**src/rtl/load_store_unit_pkg.sv**
```systemverilog
// Shared LSU types: memory access width encoding, FSM state, and funct3 classification helpers.
package LOAD_STORE_FNS;

    localparam int WIDTH = 32;

    typedef enum logic [2:0] {
        BYTE   = 3'b000,
        HALF   = 3'b001,
        WORD   = 3'b010,
        BYTE_U = 3'b100,
        HALF_U = 3'b101
    } funct3_t;

    typedef enum logic [2:0] {
        IDLE,
        ACCESS,
        WAIT,
        MERGE,
        RESP
    } lsu_state_t;

    function automatic logic f3_legal(input funct3_t f);
        case (f)
            BYTE, HALF, WORD, BYTE_U, HALF_U: f3_legal = 1'b1;
            default:                          f3_legal = 1'b0;
        endcase
    endfunction

    function automatic logic f3_misaligned(input funct3_t f, input logic [1:0] lane);
        case (f)
            HALF, HALF_U: f3_misaligned = lane[0];
            WORD:         f3_misaligned = (lane != 2'b00);
            default:      f3_misaligned = 1'b0;
        endcase
    endfunction

endpackage

```
**src/rtl/load_store_unit_if.sv**
```systemverilog
// Request/response handshake plus word-wide data memory port of the LSU.
// slave = LSU side, master = execute stage / memory side.
interface load_store_unit_if;
    import LOAD_STORE_FNS::*;

    logic              req_valid;
    logic              req_ready;
    logic              req_wren;
    funct3_t           req_funct3;
    logic [WIDTH-1:0]  req_base;
    logic [WIDTH-1:0]  req_offset;
    logic [WIDTH-1:0]  req_wdata;

    logic              resp_valid;
    logic              resp_ready;
    logic [WIDTH-1:0]  resp_data;
    logic              resp_fault;

    logic [WIDTH-1:0]  mem_addr;
    logic              mem_wren;
    logic [WIDTH-1:0]  mem_wr_data;
    funct3_t           mem_funct3;
    logic [WIDTH-1:0]  mem_rd_data;

    modport slave (
        input  req_valid, req_wren, req_funct3, req_base, req_offset, req_wdata,
        output req_ready,
        output resp_valid, resp_data, resp_fault,
        input  resp_ready,
        output mem_addr, mem_wren, mem_wr_data, mem_funct3,
        input  mem_rd_data
    );

    modport master (
        output req_valid, req_wren, req_funct3, req_base, req_offset, req_wdata,
        input  req_ready,
        input  resp_valid, resp_data, resp_fault,
        output resp_ready,
        input  mem_addr, mem_wren, mem_wr_data, mem_funct3,
        output mem_rd_data
    );

endinterface

```
**src/rtl/load_store_unit_align.sv**
```systemverilog
// Combinational lane logic: little-endian load extract with sign/zero extension, and
// sub-word store merge into the word read back from memory. No state, no backpressure.
module load_store_align
    import LOAD_STORE_FNS::*;
(
    input  funct3_t           i_funct3,
    input  logic [1:0]        i_lane,
    input  logic [WIDTH-1:0]  i_rd_data,
    input  logic [15:0]       i_wdata,
    output logic [WIDTH-1:0]  o_ld_data,
    output logic [WIDTH-1:0]  o_st_data
);

    logic [7:0]  w_byte;
    logic [15:0] w_half;

    // Halfword lane ignores addr[0]; misaligned halves are either trapped upstream or rounded down.
    assign w_byte = i_rd_data[{i_lane, 3'b000} +: 8];
    assign w_half = i_rd_data[{i_lane[1], 4'b0000} +: 16];

    always_comb begin
        o_ld_data = i_rd_data;
        case (i_funct3)
            BYTE:    o_ld_data = {{24{w_byte[7]}}, w_byte};
            BYTE_U:  o_ld_data = {24'h000000, w_byte};
            HALF:    o_ld_data = {{16{w_half[15]}}, w_half};
            HALF_U:  o_ld_data = {16'h0000, w_half};
            default: o_ld_data = i_rd_data;
        endcase
    end

    always_comb begin
        o_st_data = i_rd_data;
        case (i_funct3)
            BYTE, BYTE_U: o_st_data[{i_lane, 3'b000} +: 8]      = i_wdata[7:0];
            HALF, HALF_U: o_st_data[{i_lane[1], 4'b0000} +: 16] = i_wdata[15:0];
            default:      o_st_data = i_rd_data;
        endcase
    end

endmodule

```
**src/rtl/load_store_unit.sv**
```systemverilog
// Load/store sequencer: load 3, SW 2, SB/SH (read-modify-write) 4, fault 1 cycles to resp_valid;
// one request in flight, req_ready only in IDLE, response held until resp_ready. Optional LSU_MISALIGN_TRAP_EN.
module load_store_unit
    import LOAD_STORE_FNS::*;
(
    input  logic              clk,
    input  logic              rst,
    load_store_unit_if.slave  bus
);

    lsu_state_t        r_state;
    lsu_state_t        w_next;

    funct3_t           r_f3;
    logic              r_wren;
    logic [1:0]        r_lane;
    logic [15:0]       r_wdata;
    logic [WIDTH-1:0]  r_resp_data;
    logic              r_resp_fault;
    logic [WIDTH-1:0]  r_mem_addr;
    logic              r_mem_wren;
    logic [WIDTH-1:0]  r_mem_wr_data;

    logic [WIDTH-1:0]  w_eff_addr;
    funct3_t           w_f3_norm;
    logic              w_fault;
    logic              w_accept;
    logic [WIDTH-1:0]  w_ld_data;
    logic [WIDTH-1:0]  w_st_data;

    assign w_eff_addr = bus.req_base + bus.req_offset;
    assign w_f3_norm  = f3_legal(bus.req_funct3) ? bus.req_funct3 : WORD;
    assign w_accept   = bus.req_valid && (r_state == IDLE);

`ifdef LSU_MISALIGN_TRAP_EN
    assign w_fault = !f3_legal(bus.req_funct3) || f3_misaligned(bus.req_funct3, w_eff_addr[1:0]);
`else
    assign w_fault = 1'b0;
`endif

    load_store_align u_align (
        .i_funct3  (r_f3),
        .i_lane    (r_lane),
        .i_rd_data (bus.mem_rd_data),
        .i_wdata   (r_wdata),
        .o_ld_data (w_ld_data),
        .o_st_data (w_st_data)
    );

    always_comb begin
        w_next        = r_state;
        bus.req_ready  = 1'b0;
        bus.resp_valid = 1'b0;
        case (r_state)
            IDLE: begin
                bus.req_ready = 1'b1;
                if (bus.req_valid) w_next = w_fault ? RESP : ACCESS;
            end
            ACCESS: w_next = (r_wren && r_f3 == WORD) ? RESP : WAIT;
            WAIT:   w_next = r_wren ? MERGE : RESP;
            MERGE:  w_next = RESP;
            RESP: begin
                bus.resp_valid = 1'b1;
                if (bus.resp_ready) w_next = IDLE;
            end
            default: w_next = IDLE;
        endcase
    end

    always_ff @(posedge clk) begin
        if (rst) begin
            r_state       <= IDLE;
            r_f3          <= WORD;
            r_wren        <= 1'b0;
            r_lane        <= 2'b00;
            r_wdata       <= 16'h0000;
            r_resp_data   <= '0;
            r_resp_fault  <= 1'b0;
            r_mem_addr    <= '0;
            r_mem_wren    <= 1'b0;
            r_mem_wr_data <= '0;
        end else begin
            r_state <= w_next;
            if (w_accept) begin
                r_f3         <= w_f3_norm;
                r_wren       <= bus.req_wren;
                r_lane       <= w_eff_addr[1:0];
                r_wdata      <= bus.req_wdata[15:0];
                r_resp_data  <= '0;
                r_resp_fault <= w_fault;
                // Faulting requests never touch the memory port.
                if (!w_fault) begin
                    r_mem_addr <= {w_eff_addr[WIDTH-1:2], 2'b00};
                    r_mem_wren <= bus.req_wren && (w_f3_norm == WORD);
                    if (bus.req_wren && w_f3_norm == WORD) r_mem_wr_data <= bus.req_wdata;
                end
            end else begin
                case (r_state)
                    ACCESS: r_mem_wren <= 1'b0;
                    WAIT: begin
                        if (r_wren) begin
                            r_mem_wren    <= 1'b1;
                            r_mem_wr_data <= w_st_data;
                        end else begin
                            r_resp_data <= w_ld_data;
                        end
                    end
                    MERGE:   r_mem_wren <= 1'b0;
                    default: r_mem_wren <= 1'b0;
                endcase
            end
        end
    end

    assign bus.resp_data   = r_resp_data;
    assign bus.resp_fault  = r_resp_fault;
    assign bus.mem_addr    = r_mem_addr;
    assign bus.mem_wren    = r_mem_wren;
    assign bus.mem_wr_data = r_mem_wr_data;
    assign bus.mem_funct3  = WORD;

endmodule

```
**src/flat_wrapper.sv**
```systemverilog
// flat-port wrapper written by rule: the top's interface ports become plain ports
module load_store_unit_flat import LOAD_STORE_FNS::*;
  (clk, rst, bus_req_valid, bus_req_wren, bus_req_funct3, bus_req_base, bus_req_offset, bus_req_wdata, bus_req_ready, bus_resp_valid, bus_resp_data, bus_resp_fault, bus_resp_ready, bus_mem_addr, bus_mem_wren, bus_mem_wr_data, bus_mem_funct3, bus_mem_rd_data);
  load_store_unit_if bus_i ();
  input  logic clk;
  input  logic rst;
  input wire logic [$bits(bus_i.req_valid)-1:0] bus_req_valid;
  input wire logic [$bits(bus_i.req_wren)-1:0] bus_req_wren;
  input wire logic [$bits(bus_i.req_funct3)-1:0] bus_req_funct3;
  input wire logic [$bits(bus_i.req_base)-1:0] bus_req_base;
  input wire logic [$bits(bus_i.req_offset)-1:0] bus_req_offset;
  input wire logic [$bits(bus_i.req_wdata)-1:0] bus_req_wdata;
  output wire logic [$bits(bus_i.req_ready)-1:0] bus_req_ready;
  output wire logic [$bits(bus_i.resp_valid)-1:0] bus_resp_valid;
  output wire logic [$bits(bus_i.resp_data)-1:0] bus_resp_data;
  output wire logic [$bits(bus_i.resp_fault)-1:0] bus_resp_fault;
  input wire logic [$bits(bus_i.resp_ready)-1:0] bus_resp_ready;
  output wire logic [$bits(bus_i.mem_addr)-1:0] bus_mem_addr;
  output wire logic [$bits(bus_i.mem_wren)-1:0] bus_mem_wren;
  output wire logic [$bits(bus_i.mem_wr_data)-1:0] bus_mem_wr_data;
  output wire logic [$bits(bus_i.mem_funct3)-1:0] bus_mem_funct3;
  input wire logic [$bits(bus_i.mem_rd_data)-1:0] bus_mem_rd_data;
  assign bus_i.req_valid = bus_req_valid;
  assign bus_i.req_wren = bus_req_wren;
  assign bus_i.req_funct3 = bus_req_funct3;
  assign bus_i.req_base = bus_req_base;
  assign bus_i.req_offset = bus_req_offset;
  assign bus_i.req_wdata = bus_req_wdata;
  assign bus_req_ready = bus_i.req_ready;
  assign bus_resp_valid = bus_i.resp_valid;
  assign bus_resp_data = bus_i.resp_data;
  assign bus_resp_fault = bus_i.resp_fault;
  assign bus_i.resp_ready = bus_resp_ready;
  assign bus_mem_addr = bus_i.mem_addr;
  assign bus_mem_wren = bus_i.mem_wren;
  assign bus_mem_wr_data = bus_i.mem_wr_data;
  assign bus_mem_funct3 = bus_i.mem_funct3;
  assign bus_i.mem_rd_data = bus_mem_rd_data;
  load_store_unit u_core (.clk(clk), .rst(rst), .bus(bus_i));
endmodule
```
**config.mk**
```make
export PLATFORM = sky130hd
export DESIGN_NAME = load_store_unit_flat
export DESIGN_NICKNAME = d
export VERILOG_FILES = /design/src/rtl/load_store_unit_pkg.sv /design/src/rtl/load_store_unit_if.sv /design/src/rtl/load_store_unit_align.sv /design/src/rtl/load_store_unit.sv /design/src/flat_wrapper.sv
export SDC_FILE = /design/constraint.sdc
export NUM_CORES = 1
export LEC_CHECK = 0
export ABC_CLOCK_PERIOD_IN_PS = 6000
export CAP_MARGIN = 0
export CORE_ASPECT_RATIO = 1.5
export CORE_MARGIN = 2
export CORE_UTILIZATION = 47
export DETAILED_ROUTE_END_ITERATION = 6
export DONT_BUFFER_PORTS = 1
export PLACE_DENSITY = 0.58
export SLEW_MARGIN = 20
export SYNTH_ARGS = -nofsm -noshare
export SYNTH_HDL_FRONTEND = slang
export SYNTH_HIERARCHICAL = 1
export SYNTH_SLANG_ARGS = --single-unit
```
**constraint.sdc**
```tcl
create_clock -name clk -period 6 [get_ports clk]
set_clock_uncertainty 0.2 [all_clocks]
set_input_delay 0.6 -clock clk [delete_from_list [all_inputs] [get_ports clk]]
set_output_delay 0.6 -clock clk [all_outputs]
set_load 0.005 [all_outputs]
```
==> results of run 1 <==
cells in the mapped netlist, drive strengths merged, types with 14 or more instances:
master	n	share of area [%]
nand2	238	11
dfxtp	120	31
a21oi	94	6.5
nor2	67	3.2
clkbuf	47	2.4
o21ai	46	3.0
ha	36	5.8
buf	35	3.0
a221o	33	4.2
a311oi	33	3.7
xnor2	19	2.1
a22o	17	2.0
a32oi	16	1.8
inv	16	0.77
nor3	14	1.1
cell families (layout without fill, tap and decap cells):
kind of cell	Yosys count	count (layout)	share of synthesized area [%]
simple gates	396	396	22.86
compound gates	315	315	29.26
flops	120	120	30.70
buf+inv	98	58	6.107
fa+ha+maj	37	37	6.011
xor+xnor	28	28	3.134
mux	13	13	1.839
other cells	2	6	0.09596
per-stage QoR:
stage	area [um2]	util, %	cells	total power, mW	worst slack [ns]
2_1_floorplan	7841	-	1013	1.353	3.072
3_3_place_gp	7770	47.78	1147	1.470	2.751
3_5_place_dp	7772	47.80	1147	1.473	2.706
4_1_cts	8384	51.56	1179	2.559	2.799
5_1_grt	8387	51.58	1179	2.656	2.511
6_report	8387	51.58	1179	2.541	2.807
state kept, by name (all words and copies together), names as in the netlist, 2 cells and up:
signal / cells
u_core/bus.mem_addr: 30
u_core/r_lane: 2
u_core/r_f3: 3
u_core/r_wdata: 16
u_core/r_state: 3
u_core/bus.resp_data: 32
u_core/bus.mem_wr_data: 32
worst paths after layout:
check,startpoint,endpoint,slack [ns]
setup reg to reg,u_core/r_state[1],u_core/bus.mem_wr_data[1],2.81
hold reg to reg,u_core/bus.mem_addr[5],u_core/bus.mem_addr[5],0.27
hold / removal,rst,u_core/bus.mem_addr[17],0.05
setup / recovery,u_core/r_state[1],u_core/bus.mem_wr_data[1],2.81
power groups by stage:
stage	Clock (mW)	Combinational (mW)	Sequential, mW
finish	1.08	0.539	0.921
detailed placement	0	0.534	0.939
floorplan	0	0.443	0.910
global route	1.13	0.596	0.928
CTS	1.10	0.537	0.922
global placement	0	0.532	0.938
worst max-delay path: cells and delay by family (launching register included):
family	cells	cell delay, ns
buf+inv	2	1.04
simple gates	5	1.18
compound gates	1	0.26
flops	1	0.38
area by class of cell:
| class | instances | area share [%] |
|---|---|---|
| multi-input cells | 795 | 59.38 |
| flip-flops and latches | 120 | 28.64 |
| clock buffers | 19 | 5.162 |
| well taps | 206 | 3.073 |
| clock inverters | 13 | 2.133 |
| repair buffers | 10 | 0.8951 |
| inverters | 16 | 0.7161 |
routing by layer:
layer	GRT usage, %	vias to the layer above
li1	-	3562
met1	29.64	3522
met2	50.53	301
met3	6.862	67
met4	14.56	0
met5	0	-
cell usage in the layout (no fill, tap or decap), types with 6 or more instances in the layout:
cell         n
xnor2_1     19
nor2_1      67
a221o_1     33
mux2i_1     11
nor3_1      11
nand2b_1    11
a31oi_1      9
dfxtp_1    120
nor2b_1      6
nand2_1    238
a21boi_0     8
a21oi_1     90
a32oi_1     16
a22o_1      14
a21o_1      11
nand3b_1    11
buf_4       10
o21ai_0     41
inv_1       15
nand3_1      6
a311oi_1    33
nand4_1     12
xor2_1       9
a32o_1       8
ha_1        36
conb_1       6
o21bai_1     8
clkbuf_16   17
==> summary.md, run 1 <==
| Metric | Value |
|---|---|
| Initial Utilization | 48.13% |
| Hold violation total from the final report | 0 |
| CTS Hold Buffers Added | 0 |
| Clk pwr share | 42.5% |
| Share of layout cells above drive strength 1 | 7.297% |
| Finish-stage setup viols | 0 |
| First-pass GRT wire length | 38.37 mm |
| Synth warn | 6 |
| P_leak | 3.105 nW |
| Setup TNS | 0 ns |
| Vias in the first global route | 7099 |
| CTS Buf Count | 17 |
| Slew @ Worst Pin | 0.7445 ns |
| Max Cap Viol | 0 |
| Num ports | 239 |
| Avg WL per Cell | 21.71 um |
| ANT cells | 0 |
| CTS tree | built |
| Largest net degree at the start of global routing | 77 |
| VDD IR-drop max | 0.0001559 V |
| Die Wd | 109.4 um |
| PwrDens | 303.0 nW/um2 |
| RSZ-0062 raised after global routing | no |
| Drt total wl | 25.60 mm |
| Tot GR Track Use | 28.12% |
| Hold path depth | 1 |
| Worst skew pair latency | 0.41 ns |
| Highest routed metal layer | met4 |
| CP peak stage delay | 0.59 ns |
| Synth Register Bits | 120 |
| Root Buffer | clkbuf_16 |
| CP required | 6.11 ns |
| CTS sink count | 120 |
| Area delta synth->final | 7.162% |
| Remaining Overflow, GRT | 0 |
| Mapped Area | 7826 um2 |
| WP data arrival | 3.30 ns |
| Filler cells | 1651 |
| FFs w/ async S/R, synth | 0% |
| Vias/cell | 6.321 |
| Hold_ws | 0.05342 ns |
| DRC | 0 |
| H-tree levels | 4 |
| Die area | 17720 um2 |
| DR iter-0 viols | 508 |
| Min Clock Period, post-route | 3.193 ns |
| Slew HR | 50.21% |
| CP Cell Sequence | nand2b_1, nor3_4, buf_4, nor2_1, nor4_4, buf_4, nor2_1, a311oi_1 |
| CP Max Fanout | 64 |
| Initial antenna violation count | 0 |
| Status | completed |
| Reg clk slew, reported paths | 0.06 ns |
| Nets@finish | 1133 |
| Setup repair bufs after CTS | 0 |
| Logic pwr share | 21.2% |
| Die height | 162.0 um |
| Post-DP HPWL | 18.90 mm |
| Final worst path period share | 53.21% |
| Post-CTS resize count | 0 |
| Register area share after synthesis | 30.70% |
| Post-synth EDFFs | 0 |
| Startpoint types | register |
| Max Slew Vio Count | 0 |
| Met3 routed WL | 2.131 mm |
| Max Root-Sink Buffers | 2 |
| # port buffers | 0 |
| Met2 wire len | 13.47 mm |
| DR vias | 7452 |
| Pre-antenna DRT Iters | 6 |
| Num rows | 57 |
| FF/Latch Area | 2402 um2 |
| WS Path Type | reg -> reg |
| P_int | 1.755 mW |
| Core Area | 16260 um2 |
| R2R depth | 8 |
| Cell at the slowest stage of the critical path | nor3_4 |
| Library cells used by synthesis | 75 |
| Psw | 0.7859 mW |
| Crit. End Element | register |
| Sequential Power Share | 36.2% |
| Synthesized instance count | 1009 |
| Syn Area/Cell | 7.756 um2 |
| Prevailing post-synth register cell | dfxtp_1 |
| Met1 WL | 8.930 mm |
| Fmax | 313.2 MHz |
| Final ANT Viol Nets | 0 |
| Gpl congestion | 0.9249 |
| Multi-input logic area | 4980 um2 |
| Switch share | 30.93% |
| Min-Delay Path Class | in -> reg |
No activity file was read; power rests on OpenSTA's default activity.
==> inputs of run 2 (changes only) <==
- ABC_CLOCK_PERIOD_IN_PS: 6000 -> 3150
- clock period: 6 -> 3.15 ns (I/O delays scaled with it)
==> run 2 against run 1 <==
Compared with the run above: combinational power grew 110%; utilization grew 4.4 points; fmax grew 27%; largest power group unchanged.
==> summary.md, run 2 (synthesis results as in run 1) <==
| Metric | Value |
|---|---|
| CTS Buf Count | 17 (unchanged) |
| Final Util | 55.94% (+4.4 points) |
| Finish-stage setup viols | 0 (unchanged) |
| Final worst path period share | 79.88% (+27 points) |
| Vias/cell | 6.278 (-0.68%) |
| Remaining Overflow, GRT | 0 (unchanged) |
| P_int | 3.591 mW (+100%) |
| Hold_ws | 0.003363 ns (-0.05006 ns) |
| Root Buffer | clkbuf_16 |
| Status | completed |
| Logic pwr share | 21.8% (+0.6 points) |
| Worst skew pair latency | 0.41 ns (about the same) |
| Die area | 17720 um2 (unchanged) |
| Num ports | 239 (unchanged) |
| Hold path depth | 4 (+3) |
| CP required | 3.26 ns (-2.85 ns) |
| Vias in the first global route | 7439 (+4.8%) |
| DRC | 0 (unchanged) |
| P_leak | 3.432 nW (+11%) |
| Cell at the slowest stage of the critical path | or4b_4 |
| Initial Utilization | 48.13% (unchanged) |
| Crit. End Element | register |
| # port buffers | 0 (unchanged) |
| Post-route cell area | 9096 um2 (+8.5%) |
| VDD IR-drop max | 0.0003123 V (+100%) |
| Num rows | 57 (unchanged) |
| Max Root-Sink Buffers | 2 (unchanged) |
| Initial antenna violation count | 1 (+1) |
| WP data arrival | 2.62 ns (-0.68 ns) |
| PwrDens | 562.5 nW/um2 (+86%) |
| WS Path Type | reg -> reg |
| Placed insts | 1160 (+1.1%) |
| Post-CTS resize count | 0 (unchanged) |
| Die Wd | 109.4 um (unchanged) |
| Reg2reg setup slack | 0.63 ns (-2.17 ns) |
| ANT cells | 0 (unchanged) |
| Hold EP | u_core/bus.resp_data[29] |
| Setup repair bufs after CTS | 0 (unchanged) |
| Min-Delay Startpoint | bus_mem_rd_data[29] |
| Most frequent cells in the layout | 238 x nand2_1, 119 x dfxtp_1, 90 x a21oi_1 |
| Core Area | 16260 um2 (unchanged) |
| Max Slew Vio Count | 0 (unchanged) |
| DR iter-0 viols | 654 (+29%) |
| Min-Delay Path Class | in -> reg |
| RSZ-0062 raised after global routing | no |
| Sequential Power Share | 34.5% (-1.7 points) |
| Fmax | 397.4 MHz (+27%) |
| Die height | 162.0 um (unchanged) |
| Slew @ Worst Pin | 0.8426 ns (+0.09819 ns) |
| Drt total wl | 26.40 mm (+3.1%) |
| Non-filler instance count after layout | 1245 (+5.6%) |
| Avg WL per Cell | 21.20 um (-2.3%) |
| Clk pwr share | 43.7% (+1.2 points) |
| Startpoint types | register |
| Reg clk slew, reported paths | 0.06 ns (about the same) |
| CTS sink count | 120 (unchanged) |
| Setup TNS | 0 ns (unchanged) |
| Final ANT Viol Nets | 0 (unchanged) |
| RR Endpoint | u_core/bus.mem_wr_data[2] |
| Commonest non-fill, non-tap cell in the layout | nand2_1 |
| Post-DP HPWL | 19.03 mm (+0.68%) |
| Switch share | 29.81% (-1.1 points) |
| CP Max Fanout | 12 (-81%) |
| H-tree levels | 4 (unchanged) |
| Filler cells | 1571 (-4.8%) |
| Max Cap Viol | 0 (unchanged) |
| CP peak stage delay | 0.51 ns (-0.08 ns) |
| CTS tree | built |
| Final Total Pwr | 5.116 mW (+100%) |
| Slew HR | 43.75% (-6.5 points) |
| Share of layout cells above drive strength 1 | 8.181% (+0.88 points) |
| R2r startpoint | u_core/r_lane[1] |
| Pre-antenna DRT Iters | 7 (+1) |
| Hold violation total from the final report | 0 (unchanged) |
| First-pass GRT wire length | 39.61 mm (+3.2%) |
| Nets@finish | 1200 (+5.9%) |
| CTS Hold Buffers Added | 54 (+54) |
| CP Cell Sequence | inv_2, ha_1, or4b_4, a21oi_4, a22o_1, nand2_1, a311oi_1 |
| Gpl congestion | 0.9384 (+1.5%) |
| Min Clock Period, post-route | 2.516 ns (-0.6765 ns) |
| DR vias | 7816 (+4.9%) |
| Tot GR Track Use | 28.91% (+0.79 points) |
| Post-Place Setup Slack | 0.3478 ns (-2.358 ns) |
| Area delta synth->final | 16.23% |
| PnR worst setup slack | 0.6339 ns (-2.173 ns) |
| R2R depth | 7 (-1) |
| Largest net degree at the start of global routing | 75 (-2.6%) |
| Area post-placement | 7868 um2 (+1.2%) |
| Psw | 1.525 mW (+94%) |
==> run 2: changes by cell type in the layout (fill, tap and decap cells not counted), moves of 2 or more <==
cell           before  now
buf_4              10   23
bufinv_16           4    6
clkinv_2            4    2
clkinv_4            1    3
clkinvlp_4          4    1
dlygate4sd3_1       0   53
==> run 2: routing by layer <==
layer	vias up	GRT usage (%)	part of all wire, %
met3	75	7.183	7.5
met1	3685	30.41	35
li1	3708	-	-
met4	0	14.33	4.6
met5	-	0	0
met2	348	52.24	53
==> run 2: worst max path at each step <==
stage,startpoint,end,cells past startpoint
6_report,u_core/r_lane[1],u_core/bus.mem_wr_data[2],7
5_1_grt,u_core/r_lane[1],u_core/bus.mem_wr_data[1],7
4_1_cts,u_core/r_lane[1],u_core/bus.mem_wr_data[21],6
3_5_place_dp,bus_req_base[0],u_core/bus.mem_addr[20],10
3_3_place_gp,bus_req_base[0],u_core/bus.mem_addr[20],10
2_1_floorplan,bus_req_base[0],u_core/bus.mem_addr[20],9
==> run 2: final cells by class <==
class	instances	area, um2	area share [%]
multi-input combinational	795	4977	54.72
sequential	120	2404	26.42
timing repair buffer	77	730.7	8.033
clock buffer	19	442.9	4.869
tap	206	257.7	2.834
clock inverter	12	224.0	2.462
inverter	16	60.06	0.6602
==> run 2: power groups by stage <==
stage | clock [mW] | sequential (mW) | combinational (mW)
CTS | 2.27 | 1.77 | 1.10
global placement | 0 | 1.80 | 1.02
floorplan | 0 | 1.73 | 0.844
detailed placement | 0 | 1.80 | 1.02
finish | 2.24 | 1.77 | 1.11
global route | 2.33 | 1.78 | 1.22
==> run 2: critical path, delay by kind of cell, from the launching register on <==
family,cells,cell delay (ns)
AOI/OAI and AO/OA,3,0.80
and+or+nand+nor,2,0.58
adders and majority gates,1,0.33
DFF,1,0.31
buffers and inverters,1,0.20
==> variant 1, RTL diff (config.mk and constraints of run 2) <==
Add a define of `LSU_MISALIGN_TRAP_EN`.
--- a/src/rtl/load_store_unit.sv
+++ b/src/rtl/load_store_unit.sv
@@ -2,2 +2,4 @@
 // one request in flight, req_ready only in IDLE, response held until resp_ready. Optional LSU_MISALIGN_TRAP_EN.
+`define LSU_MISALIGN_TRAP_EN
+
 module load_store_unit
Function: changed (Yosys sat finds a counterexample within 4 cycles, from zero or initial values and one cycle with rst high).
==> variant 1 against run 2 <==
  * Worst setup slack got worse by 0.48 ns
  * Sequential share of layout area fell by 1.6 points
  * Power barely moved
  * Combinational power rose by 14%
  * Wire length rose by 14%
  * Sequential cell count rose by 1
  * Critical path depth rose by 4
  * Register-to-register slack got worse by 0.37 ns
  * Clock power fell by 5%
  * Critical endpoint is now u_core/bus.mem_wr_data[5]
  * Synthesized area rose by 6.1%
  * Global-route usage rose by 1.5 points
  * Cell count rose by 9.5%
  * Cell area rose by 7.4%
  * Synthesized cell count rose by 9.0%
  * Critical path type is now primary input to flop
==> variant 1: results (changes against run 2) <==
Run status
  – Status: completed (unchanged)

Placed design
  – Final HPWL DP: 21.3 mm (was 19.0 mm)
  – Pre-CTS setup slack: 0.134 ns (was 0.348 ns)
  – Placed cells: 1262 (was 1160)

Pwr
  – Sequential Power Share: 0.337 (was 0.345)
  – Peak VDD IR: 537 µV (was 312 µV)
  – Sw power: 1610 µW (was 1530 µW)
  – Leakage: 0.00374 µW (was 0.00343 µW)

Routing
  – WL/cell: 22.2 µm (was 21.2 µm)
  – DRT iter0 DRCs: 667 (was 654)

Final layout
  – Fill count: 1704 (was 1571)
  – Final-layout non-clock buffer area share: 0.0971 (was 0.0803)
  – Sequential cell count: 121 (was 120)
  – Non-clock inverters: 49 (was 16)
  – Layout cells sized above 1: 0.101 (was 0.0818)
  – Clock buffers and inverters, area share: 0.0654 (was 0.0733)
  – Nonclk buf count: 99 (was 77)
  – ANT cells: 1 (was 0)
  – Multi-input gate count: 848 (was 795)
  – Register Area: 2420 µm² (was 2400 µm²)

Synth
  – Mux share of post-synthesis cell area: 0.0125 (was 0.0184)
  – Mapped Cells: 1100 (was 1009)
  – Adder-cell share of the synthesized area: 0.0567 (was 0.0601)
  – Leading post-synthesis cells by cell area: dfxtp_1 29%, nand2_1 11%, a221oi_1 6.9%, a21oi_1 6.4%, ha_1 5.4% (was dfxtp_1 31%, nand2_1 11%, a21oi_1 5.8%, ha_1 5.8%, a221o_1 4.2%)
  – Post-Syn Area per Cell: 7.55 µm² (was 7.76 µm²)
  – Synth Area in Compound Gates: 0.331 (was 0.293)
  – Distinct cells, synth: 85 (was 75)

Timing
  – Actual slew at the worst max-slew pin: 1.03 ns (was 0.843 ns)

Critical path
  – Top Family by Delay on Critical Path: buffers and inverters (was compound AO/OA/AOI/OAI gates)
  – Critical Path Fanout Max: 17 (was 12)
  – Slowest cell on the critical path: dlygate4sd3_1 (was or4b_4)

Global routing
  – Vias in the first global route: 8233 (was 7439)
  – Total track usage: 0.304 (was 0.289)
  – Pin count of the biggest net entering global routing: 74 (was 75)

Hold path
  – WHS Path Cells: 3 (was 4)
-- variant 1: cell count changes after synthesis, moves of 18 or more --
| cell | before | now |
|---|---|---|
| a221oi_1 | 3 | 65 |
| inv_1 | 15 | 47 |
| a311oi_1 | 33 | 13 |
| a311oi_2 | 0 | 20 |
| a221o_1 | 33 | 15 |
| o22ai_1 | 0 | 42 |
-- variant 1: per-layer routing --
metal | wire length (µm) | vias to the layer above | global-route usage
met5 | 0 | - | 0
met4 | 1940 | 0 | 0.196
met3 | 2260 | 93 | 0.0728
met2 | 15200 | 378 | 0.537
met1 | 10800 | 4104 | 0.318
li1 | - | 4132 | -
-- variant 1: worst paths after layout --
path	start	end	slack (ns)
setup / recovery	bus_req_base[0]	u_core/bus.mem_wr_data[5]	0.16
hold / removal	bus_mem_rd_data[14]	u_core/bus.resp_data[14]	0.02
setup reg to reg	u_core/r_lane[1]	u_core/bus.mem_wr_data[5]	0.26
hold reg to reg	u_core/bus.resp_data[29]	u_core/bus.resp_data[29]	0.27
==> variant 2, RTL diff (settings of run 2) <==
Made on the original files. The 5 states of `lsu_state_t` get a one-hot encoding in 5 bits.
--- a/src/rtl/load_store_unit_pkg.sv
+++ b/src/rtl/load_store_unit_pkg.sv
@@ -13,8 +13,8 @@
 
-    typedef enum logic [2:0] {
-        IDLE,
-        ACCESS,
-        WAIT,
-        MERGE,
-        RESP
+    typedef enum logic [4:0] {
+        IDLE   = 5'b00001,
+        ACCESS = 5'b00010,
+        WAIT   = 5'b00100,
+        MERGE  = 5'b01000,
+        RESP   = 5'b10000
     } lsu_state_t;
Check against the original RTL: no difference found for any inputs over 4 cycles, from zero or initial values and one cycle with rst high; so few cycles prove little.
==> variant 2 against run 2 <==
  * Worst hold slack gained 0.0052 ns
  * Wire length grew 2.2%
  * Critical path depth is the same
  * Via count grew 2.5%
  * Cell area grew 2.0%
  * Sequential cell count grew 2
  * Power shrank 7.1%
  * Worst setup slack lost 0.44 ns
  * Synthesized area grew 1.6%
  * Synthesized cell count grew 3.3%
  * Count of clock-buffer cells in the layout is the same
  * Critical endpoint is now u_core/bus.resp_data[5]
  * Highest routed layer is now met5
==> variant 2: results (changes against run 2) <==
Clocking
  – Cts hold-fix bufs: 61 (was 54)

Global routing
  – Vias in the first global route: 7556 (was 7439)
  – Initial antenna violation count: 2 (was 1)
  – Grt met3 use: 0.0774 (was 0.0718)
  – Pin count of the biggest net entering global routing: 74 (was 75)
  – Met1 GRT Util: 0.319 (was 0.304)

Placed design
  – Placed cells: 1192 (was 1160)

Hold path
  – Worst Hold Endpoint: u_core/bus.resp_data[1] (was u_core/bus.resp_data[29])

Timing
  – Setup ws final: 0.192 ns (was 0.634 ns)

Synth
  – Distinct cells, synth: 80 (was 75)
  – Leading post-synthesis cells by cell area: dfxtp_1 31%, nand2_1 11%, a21oi_1 6.2%, ha_1 5.7%, a221o_1 3.9% (was dfxtp_1 31%, nand2_1 11%, a21oi_1 5.8%, ha_1 5.8%, a221o_1 4.2%)
  – Adder-cell share of the synthesized area: 0.0591 (was 0.0601)
  – Sequential element share of the synthesized area: 0.307 (about the same)
  – XOR/XNOR Fraction of Synth Area: 0.0253 (was 0.0313)

Critical path
  – Reg-to-reg startpoint: u_core/r_f3[0] (was u_core/r_lane[1])
  – Flop2flop setup slack: 0.19 ns (was 0.63 ns)
  – Slowest cell on the critical path: dfxtp_1 (was or4b_4)

Pwr
  – Clock Power: 2030 µW (was 2240 µW)
  – Peak VDD IR: 276 µV (was 312 µV)

Final layout
  – Fill count: 1642 (was 1571)
  – Post-layout net count: 1235 (was 1200)

Run status
  – Status: completed (unchanged)

Routing
  – Met3 wire length: 2.44 mm (was 1.97 mm)
  – Via density per instance: 6.23 (was 6.28)
  – Drt total wl: 27.0 mm (was 26.4 mm)
  – DRT iter0 DRCs: 597 (was 654)
-- variant 2: worst register-to-register path: stages, from the launching register on --
cell           delay [ns]
dfxtp_1              0.86
buf_4                0.36
nor2b_1              0.13
o21bai_1             0.41
a221oi_1             0.14
dlygate4sd3_1        0.59
nand2_1              0.06
a21oi_1              0.06
-- variant 2: area by class of cell --
type / count / area, µm² / share of cell area
antenna: 1 / 2.50 / 0.000270
clock buffer: 19 / 443 / 0.0478
clock inverter: 13 / 169 / 0.0182
inverter: 11 / 41.3 / 0.00445
multi-input combinational: 826 / 5090 / 0.549
sequential: 122 / 2440 / 0.263
tap: 210 / 263 / 0.0283
timing repair buffer: 84 / 826 / 0.0890
-- variant 2: through the flow --
| step | utilization | hold slack [ns] |
|---|---|---|
| finish | 0.556 | 0.00859 |
| global route | 0.556 | 0.0199 |
| CTS | 0.555 | 0.00261 |
| detailed placement | 0.481 | 0.200 |
| global placement | 0.481 | 0.200 |
| floorplan | - | 0.236 |
